### config.mk
export PLATFORM = sky130hd
export DESIGN_NAME = apb_timer_slave
export DESIGN_NICKNAME = d
export VERILOG_FILES = /design/src/rtl/apb_timer_slave.sv
export SDC_FILE = /design/constraint.sdc
export NUM_CORES = 1
export LEC_CHECK = 0
export ABC_AREA = 1
export BUFFER_PORTS_ARGS = -buffer_cell sky130_fd_sc_hd__buf_2
export CELL_PAD_IN_SITES_DETAIL_PLACEMENT = 1
export CELL_PAD_IN_SITES_GLOBAL_PLACEMENT = 1
export CORE_MARGIN = 10
export CORE_UTILIZATION = 39
export DETAILED_ROUTE_END_ITERATION = 16
export GPL_ROUTABILITY_DRIVEN = 0
export MAX_ROUTING_LAYER = met4
export PLACE_DENSITY_LB_ADDON = 0.1
export SYNTH_ARGS = -nofsm -noshare
export SYNTH_HDL_FRONTEND = slang
export SYNTH_SLANG_ARGS = --single-unit
### constraint.sdc
create_clock -name PCLK -period 2 [get_ports PCLK]
set_input_delay 0.4 -clock PCLK [delete_from_list [all_inputs] [get_ports PCLK]]
set_output_delay 0.4 -clock PCLK [all_outputs]
set_load 0.01 [all_outputs]
### src/rtl/apb_timer_slave.sv
// apb_timer_slave
//   APB completer with a programmable down-counting timer, a prescaler and a
//   maskable level interrupt. Every access phase can be stretched by a fixed
//   number of wait states.
//
// Ports
//   PCLK     in   clock for the APB interface and the timer
//   PRESET   in   synchronous active-high reset
//   PSEL     in   slave select
//   PENABLE  in   access-phase indicator
//   PADDR    in   byte address, only [4:2] decoded
//   PWRITE   in   1 = write, 0 = read
//   PWDATA   in   write data
//   PREADY   out  transfer completion
//   PRDATA   out  read data, zero except during a completing read
//   PSLVERR  out  error response, only asserted with PREADY
//   IRQ      out  STATUS.EXP & CTRL.IRQ_EN
//
// Register map (word offsets)
//   0x00 CTRL      bit0 EN, bit1 AUTO_RELOAD, bit2 IRQ_EN
//   0x04 PRESCALE  [PRESCALE_WIDTH-1:0]
//   0x08 LOAD      write also loads COUNT
//   0x0C COUNT     read-only, writes error
//   0x10 STATUS    bit0 EXP, write-1-to-clear
//   0x14..0x1C     unmapped, error
//
// APB FSM
//   state           | meaning
//   ST_IDLE         | waiting for a setup phase
//   ST_ACCESS_WAIT  | access phase, PREADY held low while wcnt runs down
//   ST_ACCESS_DONE  | access phase, PREADY high, register commit on this edge

module apb_timer_slave #(
    parameter int ADDR_WIDTH     = 32,
    parameter int DATA_WIDTH     = 32,
    parameter int WAIT_STATES    = 0,
    parameter int PRESCALE_WIDTH = 16
) (
    input  logic                  PCLK,
    input  logic                  PRESET,
    input  logic                  PSEL,
    input  logic                  PENABLE,
    input  logic [ADDR_WIDTH-1:0] PADDR,
    input  logic                  PWRITE,
    input  logic [DATA_WIDTH-1:0] PWDATA,
    output logic                  PREADY,
    output logic [DATA_WIDTH-1:0] PRDATA,
    output logic                  PSLVERR,
    output logic                  IRQ
);

    typedef enum logic [1:0] {
        ST_IDLE,
        ST_ACCESS_WAIT,
        ST_ACCESS_DONE
    } apb_state_t;

    localparam logic [3:0] WAIT_INIT = 4'(WAIT_STATES);

    apb_state_t                state;
    logic [3:0]                wcnt;

    logic                      ctrl_en;
    logic                      ctrl_auto_reload;
    logic                      ctrl_irq_en;
    logic [PRESCALE_WIDTH-1:0] prescale;
    logic [DATA_WIDTH-1:0]     load_val;
    logic [DATA_WIDTH-1:0]     count;
    logic                      status_exp;
    logic [PRESCALE_WIDTH-1:0] pcnt;

    logic                      access;
    logic [2:0]                reg_sel;
    logic                      addr_err;
    logic                      wr_ctrl;
    logic                      wr_prescale;
    logic                      wr_load;
    logic                      wr_status;
    logic                      tick;
    logic                      expire;
    logic [DATA_WIDTH-1:0]     rd_data;
    logic                      unused_addr_bits;

    // Window decode is done upstream; only the word index matters here.
    assign unused_addr_bits = ^{PADDR[ADDR_WIDTH-1:5], PADDR[1:0]};

    assign reg_sel  = PADDR[4:2];
    assign access   = (state == ST_ACCESS_DONE) && PSEL && PENABLE;
    assign addr_err = (reg_sel > 3'd4) || (PWRITE && (reg_sel == 3'd3));

    assign wr_ctrl     = access && PWRITE && (reg_sel == 3'd0);
    assign wr_prescale = access && PWRITE && (reg_sel == 3'd1);
    assign wr_load     = access && PWRITE && (reg_sel == 3'd2);
    assign wr_status   = access && PWRITE && (reg_sel == 3'd4);

    assign tick   = ctrl_en && (pcnt == prescale);
    assign expire = tick && (count == '0);

    always_ff @(posedge PCLK) begin
        if (PRESET) begin
            state <= ST_IDLE;
            wcnt  <= '0;
        end else begin
            case (state)
                ST_IDLE: begin
                    if (PSEL && !PENABLE) begin
                        wcnt  <= WAIT_INIT;
                        state <= (WAIT_STATES > 0) ? ST_ACCESS_WAIT : ST_ACCESS_DONE;
                    end
                end
                ST_ACCESS_WAIT: begin
                    // Losing PSEL mid-access abandons the transfer without a commit.
                    if (!PSEL) begin
                        state <= ST_IDLE;
                    end else if (PENABLE) begin
                        wcnt <= wcnt - 4'd1;
                        if (wcnt == 4'd1) begin
                            state <= ST_ACCESS_DONE;
                        end
                    end
                end
                ST_ACCESS_DONE: state <= ST_IDLE;
                default:        state <= ST_IDLE;
            endcase
        end
    end

    always_ff @(posedge PCLK) begin
        if (PRESET) begin
            ctrl_en          <= 1'b0;
            ctrl_auto_reload <= 1'b0;
            ctrl_irq_en      <= 1'b0;
            prescale         <= '0;
            load_val         <= '0;
            count            <= '0;
            status_exp       <= 1'b0;
            pcnt             <= '0;
        end else begin
            // Enabling restarts the prescaler so the first tick is a full period away.
            if (wr_ctrl && PWDATA[0] && !ctrl_en) begin
                pcnt <= '0;
            end else if (ctrl_en) begin
                pcnt <= tick ? '0 : pcnt + 1'b1;
            end

            // A CTRL write overrides the self-disable of a one-shot expiry.
            if (wr_ctrl) begin
                ctrl_en          <= PWDATA[0];
                ctrl_auto_reload <= PWDATA[1];
                ctrl_irq_en      <= PWDATA[2];
            end else if (expire && !ctrl_auto_reload) begin
                ctrl_en <= 1'b0;
            end

            if (wr_prescale) begin
                prescale <= PWDATA[PRESCALE_WIDTH-1:0];
            end

            if (wr_load) begin
                load_val <= PWDATA;
            end

            // LOAD write beats a coincident tick; the tick is simply lost.
            if (wr_load) begin
                count <= PWDATA;
            end else if (tick) begin
                if (count != '0) begin
                    count <= count - 1'b1;
                end else if (ctrl_auto_reload) begin
                    count <= load_val;
                end
            end

            // Hardware set beats software clear.
            if (expire) begin
                status_exp <= 1'b1;
            end else if (wr_status && PWDATA[0]) begin
                status_exp <= 1'b0;
            end
        end
    end

    always_comb begin
        rd_data = '0;
        case (reg_sel)
            3'd0:    rd_data[2:0] = {ctrl_irq_en, ctrl_auto_reload, ctrl_en};
            3'd1:    rd_data[PRESCALE_WIDTH-1:0] = prescale;
            3'd2:    rd_data = load_val;
            3'd3:    rd_data = count;
            3'd4:    rd_data[0] = status_exp;
            default: rd_data = '0;
        endcase
    end

    assign PREADY  = access;
    assign PRDATA  = (access && !PWRITE) ? rd_data : '0;
    assign PSLVERR = access && addr_err;
    assign IRQ     = status_exp && ctrl_irq_en;

endmodule
==> metrics.md, run 1 <==
| Metric | Value |
|---|---|
| Largest family of logic cells by synthesized area | `simple AND/OR/NAND/NOR gates` |
| Layout Area Growth over Synthesis | `20.7%` |
| Pin count of the biggest net entering global routing | `40` |
| Core ar. | `16,500 um2` |
| Synth Area in Compound Gates | `12.1%` |
| Post-Synth XOR/XNOR Area | `2.42%` |
| Worst-Margin Slew | `416 ps` |
| Post-synth EDFFs | `0` |
| Maximum VDD drop | `0.000448 V` |
| CP arrival | `approximately 1600 ps` |
| Worst setup SP type | `input port` |
| Antenna Cells | `0` |
| Vias | `7,341` |
| Yosys reg bits | `101` |
| RSZ-0062 raised after global routing | `yes` |
| Initial antenna violation count | `0` |
| Unique cell type count in the Yosys netlist | `36` |
| DRT iter0 DRCs | `around 370` |
| GRT Util Overall | `22.2%` |
| # port buffers | `between 70 and 80` |
| Register share of total power | `48.8%` |
| Post-Syn Nets | `1,182` |
| Worst path most repeated cell | `buf_2` |
| Antenna Nets Post-Route | `0` |
| Post-route clock period utilization | `99.0%` |
| Net Sw Frac | `24.6%` |
| Filler instances | `2,380` |
| Pwr/cell area | `roughly 520 nW/um2` |
| Share of cells above drive strength 1 | `16.6%` |
| Slew Limit Fails | `0` |
| Vias in the first global route | `7,342` |
| Design Power | `4.13 mW` |
| Syn Area/Cell | `5.87 um2` |
| Clock-pin slew on the worst setup and hold paths | `70 ps` |
| Simple-gate share of the synthesized area | `43.5%` |
| Critical-path top delay cell | `a21oi_1` |
| Ys Warns | `0` |
| CTS tree | `built` |
| Total Nets Final | `1,292` |
| IO Count | `roughly 100` |
| First-pass GRT wire length | `38.8 mm` |
| Max clock buf depth | `2` |
| Max H-tree Level | `3` |
| Most common cell in the netlist | `nand2_1` |
| Logic pwr share | `~6.6%` |
| Die height | `roughly 150 um` |
| Slowest Stage Delay on Critical Path | `220 ps` |
| Max Cap Viol | `0` |
| Initial Util | `between 30 and 40%` |
| Post-synthesis sequential area ratio | `a little under a third` |
| Routed WL | `roughly 24 mm` |
| Critical path data required time | `1600 ps` |
| Root Buffer | `clkbuf_16` |
| Fmax | `505 MHz` |
| Worst Skew | `8.60 ps` |
| Mux cell area share after synthesis | `0%` |
| Hold Path Class | `input port to flip-flop` |
| DRC errors left | `0` |
| Final Hold Vio Count | `0` |
| Synth Instances | `1,110` |
| Fraction of registers with async set/reset | `0%` |
| Psw | `1.01 mW` |
| Worst-path maximum fanout | `3` |
| Die span in x | `149 um` |
| Final Instance Area | `7870 um2` |
| Via density | `slightly above 5` |
| TritonCTS Sinks | `a little over 100` |
| Commonest cells post-synth | `381 x nand2_1, 183 x nor2_1, 111 x inv_1` |
| Yosys top cell by area | `dfxtp_1` |
| Dpl cell area | `7460 um2` |
| Dpl hpwl | `18.6 mm` |
| Relative slew slack | `72.0%` |
| Wire per inst | `roughly 16 um` |
| Adder-Cell Fraction of Synth Area | `0.576%` |
| Synthesized area | `approximately 6500 um2` |
| Final setup vio count | `0` |
| Most used DFF post-synth | `dfxtp_1` |
| Leakage dissipation | `between 4 and 5 nW` |
| Clock network power share | `44.6%` |
| Crit path cell chain | `buf_2, buf_4, nor2_1, nand2_1, o22ai_1, a221oi_1, a21oi_1, buf_2` |
| Row count | `47` |
| Crit path buf inv count | `3` |
| Latest clock arrival within the worst-skew pair | `~360 ps` |
| Internal power | `3.11 mW` |
| Congestion Overflow GR | `0` |
| DRT Pass-1 Iters | `5` |
| Outcome | `complete, no violations` |
| CP top delay family | `buffers and inverters` |
| Critical path class | `input port to primary output` |
| Die ar. | `22,300 um2` |
| CP Capture Type | `primary output` |
| Area share of the largest cell type after synthesis | `roughly 31%` |
| Crit path time final | `1980 ps` |
| Cts bufs inserted | `9` |
| Synth top area cells | `dfxtp_1 31%, nand2_1 22%, nor2_1 11%` |
## layout by cell type (no fill, tap or decap), drive strengths merged
master,instances
a21oi,73
a221oi,3
a22oi,2
a31oi,2
buf,138
bufinv,1
clkbuf,12
clkinv,2
clkinvlp,1
dfxtp,101
ha,3
inv,118
nand2,388
nand3,70
nand3b,2
nand4,8
nor2,196
nor3,14
nor3b,3
nor4,1
o211ai,1
o21a,4
o21ai,53
o22ai,8
o32ai,2
xnor2,2
xor2,16
## cell type report
| cell class | count | area (um2) | area share [%] |
|---|---|---|---|
| Sequential cell | 101 | 2020 | 25.7 |
| Clock inverter | 3 | 46.3 | 0.589 |
| Timing Repair Buffer | 138 | 938 | 11.9 |
| Multi-Input combinational cell | 851 | 3890 | 49.5 |
| Tap cell | 220 | 275 | 3.50 |
| Clock buffer | 12 | 246 | 3.13 |
| Inverter | 119 | 447 | 5.68 |
## flip-flops by register name, indices dropped and copies added, names as in the netlist
| register | count |
|---|---|
| state | 1 |
| load_val | 32 |
| prescale | 16 |
| pcnt | 16 |
| status_exp | 1 |
| ctrl_en | 1 |
| ctrl_auto_reload | 1 |
| ctrl_irq_en | 1 |
| count | 32 |
## power by group through the flow
stage | clock network (mW) | logic, mW | registers, mW
2_1_floorplan | 0 | 0.133 | 2.06
3_3_place_gp | 0 | 0.255 | 2.06
3_5_place_dp | 0 | 0.260 | 2.06
4_1_cts | 1.88 | 0.264 | 2.01
5_1_grt | 1.96 | 0.302 | 2.01
6_report | 1.84 | 0.273 | 2.01
## metal layers
| layer | up-vias | GRT usage [%] | part of all wire, % | wire length [um] |
|---|---|---|---|---|
| met5 | - | - | 0 | 0 |
| met4 | 0 | 4.61 | 1.3 | 298 |
| met3 | 21 | 3.82 | 5.3 | 1260 |
| met2 | 151 | 34.1 | 44 | 10600 |
| met1 | 3455 | 29.9 | 49 | 11700 |
| li1 | 3714 | - | - | - |
## stage by stage
stage | instances | util (%) | worst slack (ps) | hold slack, ps | TNS, ps
2_1_floorplan | 1110 | - | 233 | 397 | 0
3_3_place_gp | 1427 | 45.3 | 38.1 | 407 | 0
3_5_place_dp | 1427 | 45.3 | 6.72 | 415 | 0
4_1_cts | 1442 | 47.2 | 3.85 | 211 | 0
5_1_grt | 1444 | 47.8 | -25.5 | 219 | -91.2
6_report | 1444 | 47.8 | 19.9 | 227 | 0
## final timing paths
check,startpoint,endpoint,slack [ps],cells past startpoint
hold / removal,PENABLE,state[1],230,2
hold reg to reg,state[1],state[1],450,1
setup reg to reg,count[19],count[29],110,11
setup / recovery,PADDR[3],PRDATA[0],20,8
## cells by family (layout without fill, tap and decap cells)
group | after synthesis | in the layout
buffers and inverters | 158 | 272
AO/OA/AOI/OAI | 148 | 148
flip-flops | 101 | 101
AND/OR/NAND/NOR | 682 | 682
XOR/XNOR | 18 | 18
adder cells (fa/ha/maj) | 3 | 3
## what timing repair did
item                                    in CTS  in global routing
pin swaps                                    0                  2
buffers inserted                             0                  2
resized for setup                            4                 36
endpoints found under the setup margin      22                 68
hold buffers                                 0                  0
endpoints found under the hold margin        0                  0
Note: power is estimated with default switching activity, not from simulation.
==> inputs of run 2 (changes only) <==
- ABC_AREA: 1 -> unset
- CAP_MARGIN: unset -> 40
- CORE_UTILIZATION: 39 -> 42
==> run 2 against run 1 <==
Largest cell class unchanged. Core utilization grew 18 points. Die area decreased by 13%. Sequential power is essentially flat. Non-clock buffer count increased by 121. Clock skew increased by 4.0 ps. Critical endpoint is now count[15]. Register-to-register slack worse by 830 ps. First-iteration DRC count grew to 2.7 times the previous value. Combinational power rose by 64%. Critical path type is now flip-flop to flip-flop. Power up 8.2%. Synthesized cell count is 31% lower. The flow now finishes with violations (setup timing).
==> metrics.md, run 2 <==
| Metric | Value |
|---|---|
| Yosys top cell by area | `dfxtp_1` |
| Worst-Margin Slew | `720 ps` |
| Final worst slack | `-721 ps` |
| Critical path data required time | `2260 ps` |
| Area of the multi-input gates | `4370 um2` |
| Total Nets Final | `1,042` |
| Most common cell after layout, fill and taps aside | `buf_4` |
| Register share of total power | `45.1%` |
| Maximum VDD drop | `0.000401 V` |
| Critical path class | `flip-flop to flip-flop` |
| Dpl hpwl | `18.2 mm` |
| Hold Path Class | `input port to flip-flop` |
| Initial antenna violation count | `0` |
| GR Util met2 | `between 40 and 50%` |
| Net Sw Frac | `a little over a quarter` |
| Vias in the first global route | `7,460` |
| Relative slew slack | `around 52%` |
| Most common cell in the netlist | `dfxtp_1` |
| CP arrival | `about 3000 ps` |
| Clock network power share | `44.9%` |
| Outcome | `finished, violations left` |
| Failing checks | `setup timing` |
| Psw | `1.18 mW` |
| # port buffers | `74` |
| Filler instances | `1,603` |
| Crit path cell chain | `inv_1, ha_1, nor4b_1, buf_4, nand3_1, buf_4, nor3_4, buf_6, buf_6, a211oi_1, o41ai_1` |
| Initial Util | `43.0%` |
| Core ar. | `13,900 um2` |
| Commonest non-fill, non-tap cells in the layout | `152 x buf_4, 88 x nand2_1, 87 x dfxtp_1` |
| Fraction of registers with async set/reset | `0%` |
| DRT Pass-1 Iters | `7` |
| Congestion Overflow GR | `0` |
| Ys Warns | `0` |
| CP Capture Type | `flip-flop` |
| Layout Area Growth over Synthesis | `52.0%` |
| Row count | `43` |
| Post-route clock period utilization | `136%` |
| Fin Hold WS | `220 ps` |
| Clock-pin slew on the worst setup and hold paths | `~80 ps` |
| Synth top area cells | `dfxtp_1 34%, nor2_1 6.3%, nand2_1 5.7%` |
| Final Instance Area | `between 9000 and 10,000 um2` |
| Crit path buf inv count | `5` |
| Routed WL | `between 30 and 40 mm` |
| Final Hold Vio Count | `0` |
| TritonCTS Sinks | `~100` |
| Worst-path maximum fanout | `5` |
| Crit path time final | `2720 ps` |
| CTS tree | `built` |
| Root Buffer | `clkbuf_16` |
| Worst setup SP type | `flip-flop` |
| Most used DFF post-synth | `dfxtp_1` |
| Register Area | `~2000 um2` |
| Worst Skew | `12.6 ps` |
| Critical-path top delay cell | `o41ai_1` |
| Via density | `6.74` |
| Post-synthesis sequential area ratio | `33.9%` |
| Logic pwr share | `10.0%` |
| Slew Limit Fails | `0` |
| Leakage dissipation | `3.68 nW` |
| DRT iter0 DRCs | `998` |
| Unique cell type count in the Yosys netlist | `68` |
| Share of cells above drive strength 1 | `a little over two fifths` |
| Max Cap Viol | `0` |
| Area share of the largest cell type after synthesis | `33.9%` |
| Cts hold-fix bufs | `0` |
| Die ar. | `19,400 um2` |
| Wire per inst | `29.1 um` |
| RSZ-0062 raised after global routing | `yes` |
| Syn Area/Cell | `7.84 um2` |
| Total negative slack | `-22,020 ps` |
| Internal power | `3.29 mW` |
| Vias | `7,783` |
| Fmax | `368 MHz` |
| Final setup vio count | `59` |
| Max H-tree Level | `3` |
| Max clock buf depth | `2` |
| Pin count of the biggest net entering global routing | `70` |
| Antenna Cells | `0` |
| GRT Util Overall | `a little over a quarter` |
| Antenna Nets Post-Route | `0` |
| Post-Syn Nets | `833` |
| Post-synth EDFFs | `0` |
| Met1 usage | `31.4%` |
| DRC errors left | `0` |
| Dpl ws | `-583 ps` |
| Dpl cell area | `7670 um2` |
| Slowest Stage Delay on Critical Path | `350 ps` |
| Synthesized area | `approximately 6000 um2` |
| First-pass GRT wire length | `41.0 mm` |
| Largest regs | `count x32, load_val x32` |
| Pwr/cell area | `493 nW/um2` |
| GRT busiest layer | `met2` |
| Commonest cells post-synth | `101 x dfxtp_1, 100 x nor2_1, 90 x nand2_1` |
| Die height | `139 um` |
| Met3 Use GR | `5.34%` |
| Yosys reg bits | `just over 100` |
| Synth Instances | `761` |
| Latest clock arrival within the worst-skew pair | `approximately 370 ps` |
| Cts bufs inserted | `9` |
| Die span in x | `139 um` |
| IO Count | `104` |
| CP top delay family | `buffers and inverters` |
## run 2: timing repair
action / 4_1_cts / 5_1_grt
resized for setup: 60 / 129
setup buffers: 8 / 14
pin swaps: 10 / 40
cloned: 0 / 5
setup endpoints to repair: 61 / 84
## run 2: worst register-to-register path, stage by stage, from the launching register on
cell,delay (ps)
dfxtp_2,340
inv_1,100
ha_1,160
nor4b_1,290
buf_4,210
nand3_1,260
buf_4,270
nor3_4,280
buf_6,150
buf_6,120
a211oi_1,100
o41ai_1,350
## run 2: metal layers
metal,vias up,share of wire (%)
li1,3215,-
met1,3827,38
met2,553,47
met5,-,0
met3,188,8.5
met4,0,5.9
## run 2: path summary, 6_finish.rpt
path	start	endpoint	slack, ps	cells past startpoint
max	count[0]	count[15]	-720	11
min	PENABLE	state[1]	220	2
max reg2reg	count[0]	count[15]	-720	11
min reg2reg	state[1]	state[1]	410	1
## run 2: cell type report
cell class	count	area share (%)
Clock buffer	9	2.48
Clock inverter	7	1.08
Inverter	10	0.469
Multi-Input combinational cell	589	48.2
Sequential cell	101	22.5
Tap cell	180	2.48
Timing Repair Buffer	259	22.8
## run 2: power groups by stage
| stage | Clock (mW) | Sequential (mW) | Combinational (mW) |
|---|---|---|---|
| finish | 2.00 | 2.01 | 0.447 |
| floorplan | 0 | 2.06 | 0.165 |
| detailed placement | 0 | 2.06 | 0.348 |
| CTS | 1.96 | 2.01 | 0.374 |
| global placement | 0 | 2.06 | 0.336 |
| global route | 2.07 | 2.01 | 0.460 |
## run 2: logic make-up (layout without fill, tap and decap cells)
family | count (synthesis) | in the layout | share of synthesized area (%)
flip-flops | 101 | 101 | 33.9
AND/OR/NAND/NOR | 310 | 310 | 25.1
buffers and inverters | 71 | 285 | 4.66
adder cells (fa/ha/maj) | 3 | 3 | 0.629
AO/OA/AOI/OAI | 196 | 196 | 22.7
XOR/XNOR | 42 | 42 | 6.17
multiplexers | 38 | 38 | 6.86
## run 2: per-stage QoR
stage	util (%)	power, mW	instances
final	65.3	4.47	1155
after global routing	65.3	4.55	1155
after CTS	59.9	4.35	1141
after detailed placement	55.3	2.41	1117
after global placement	55.3	2.40	1117
after floorplan	-	2.23	761
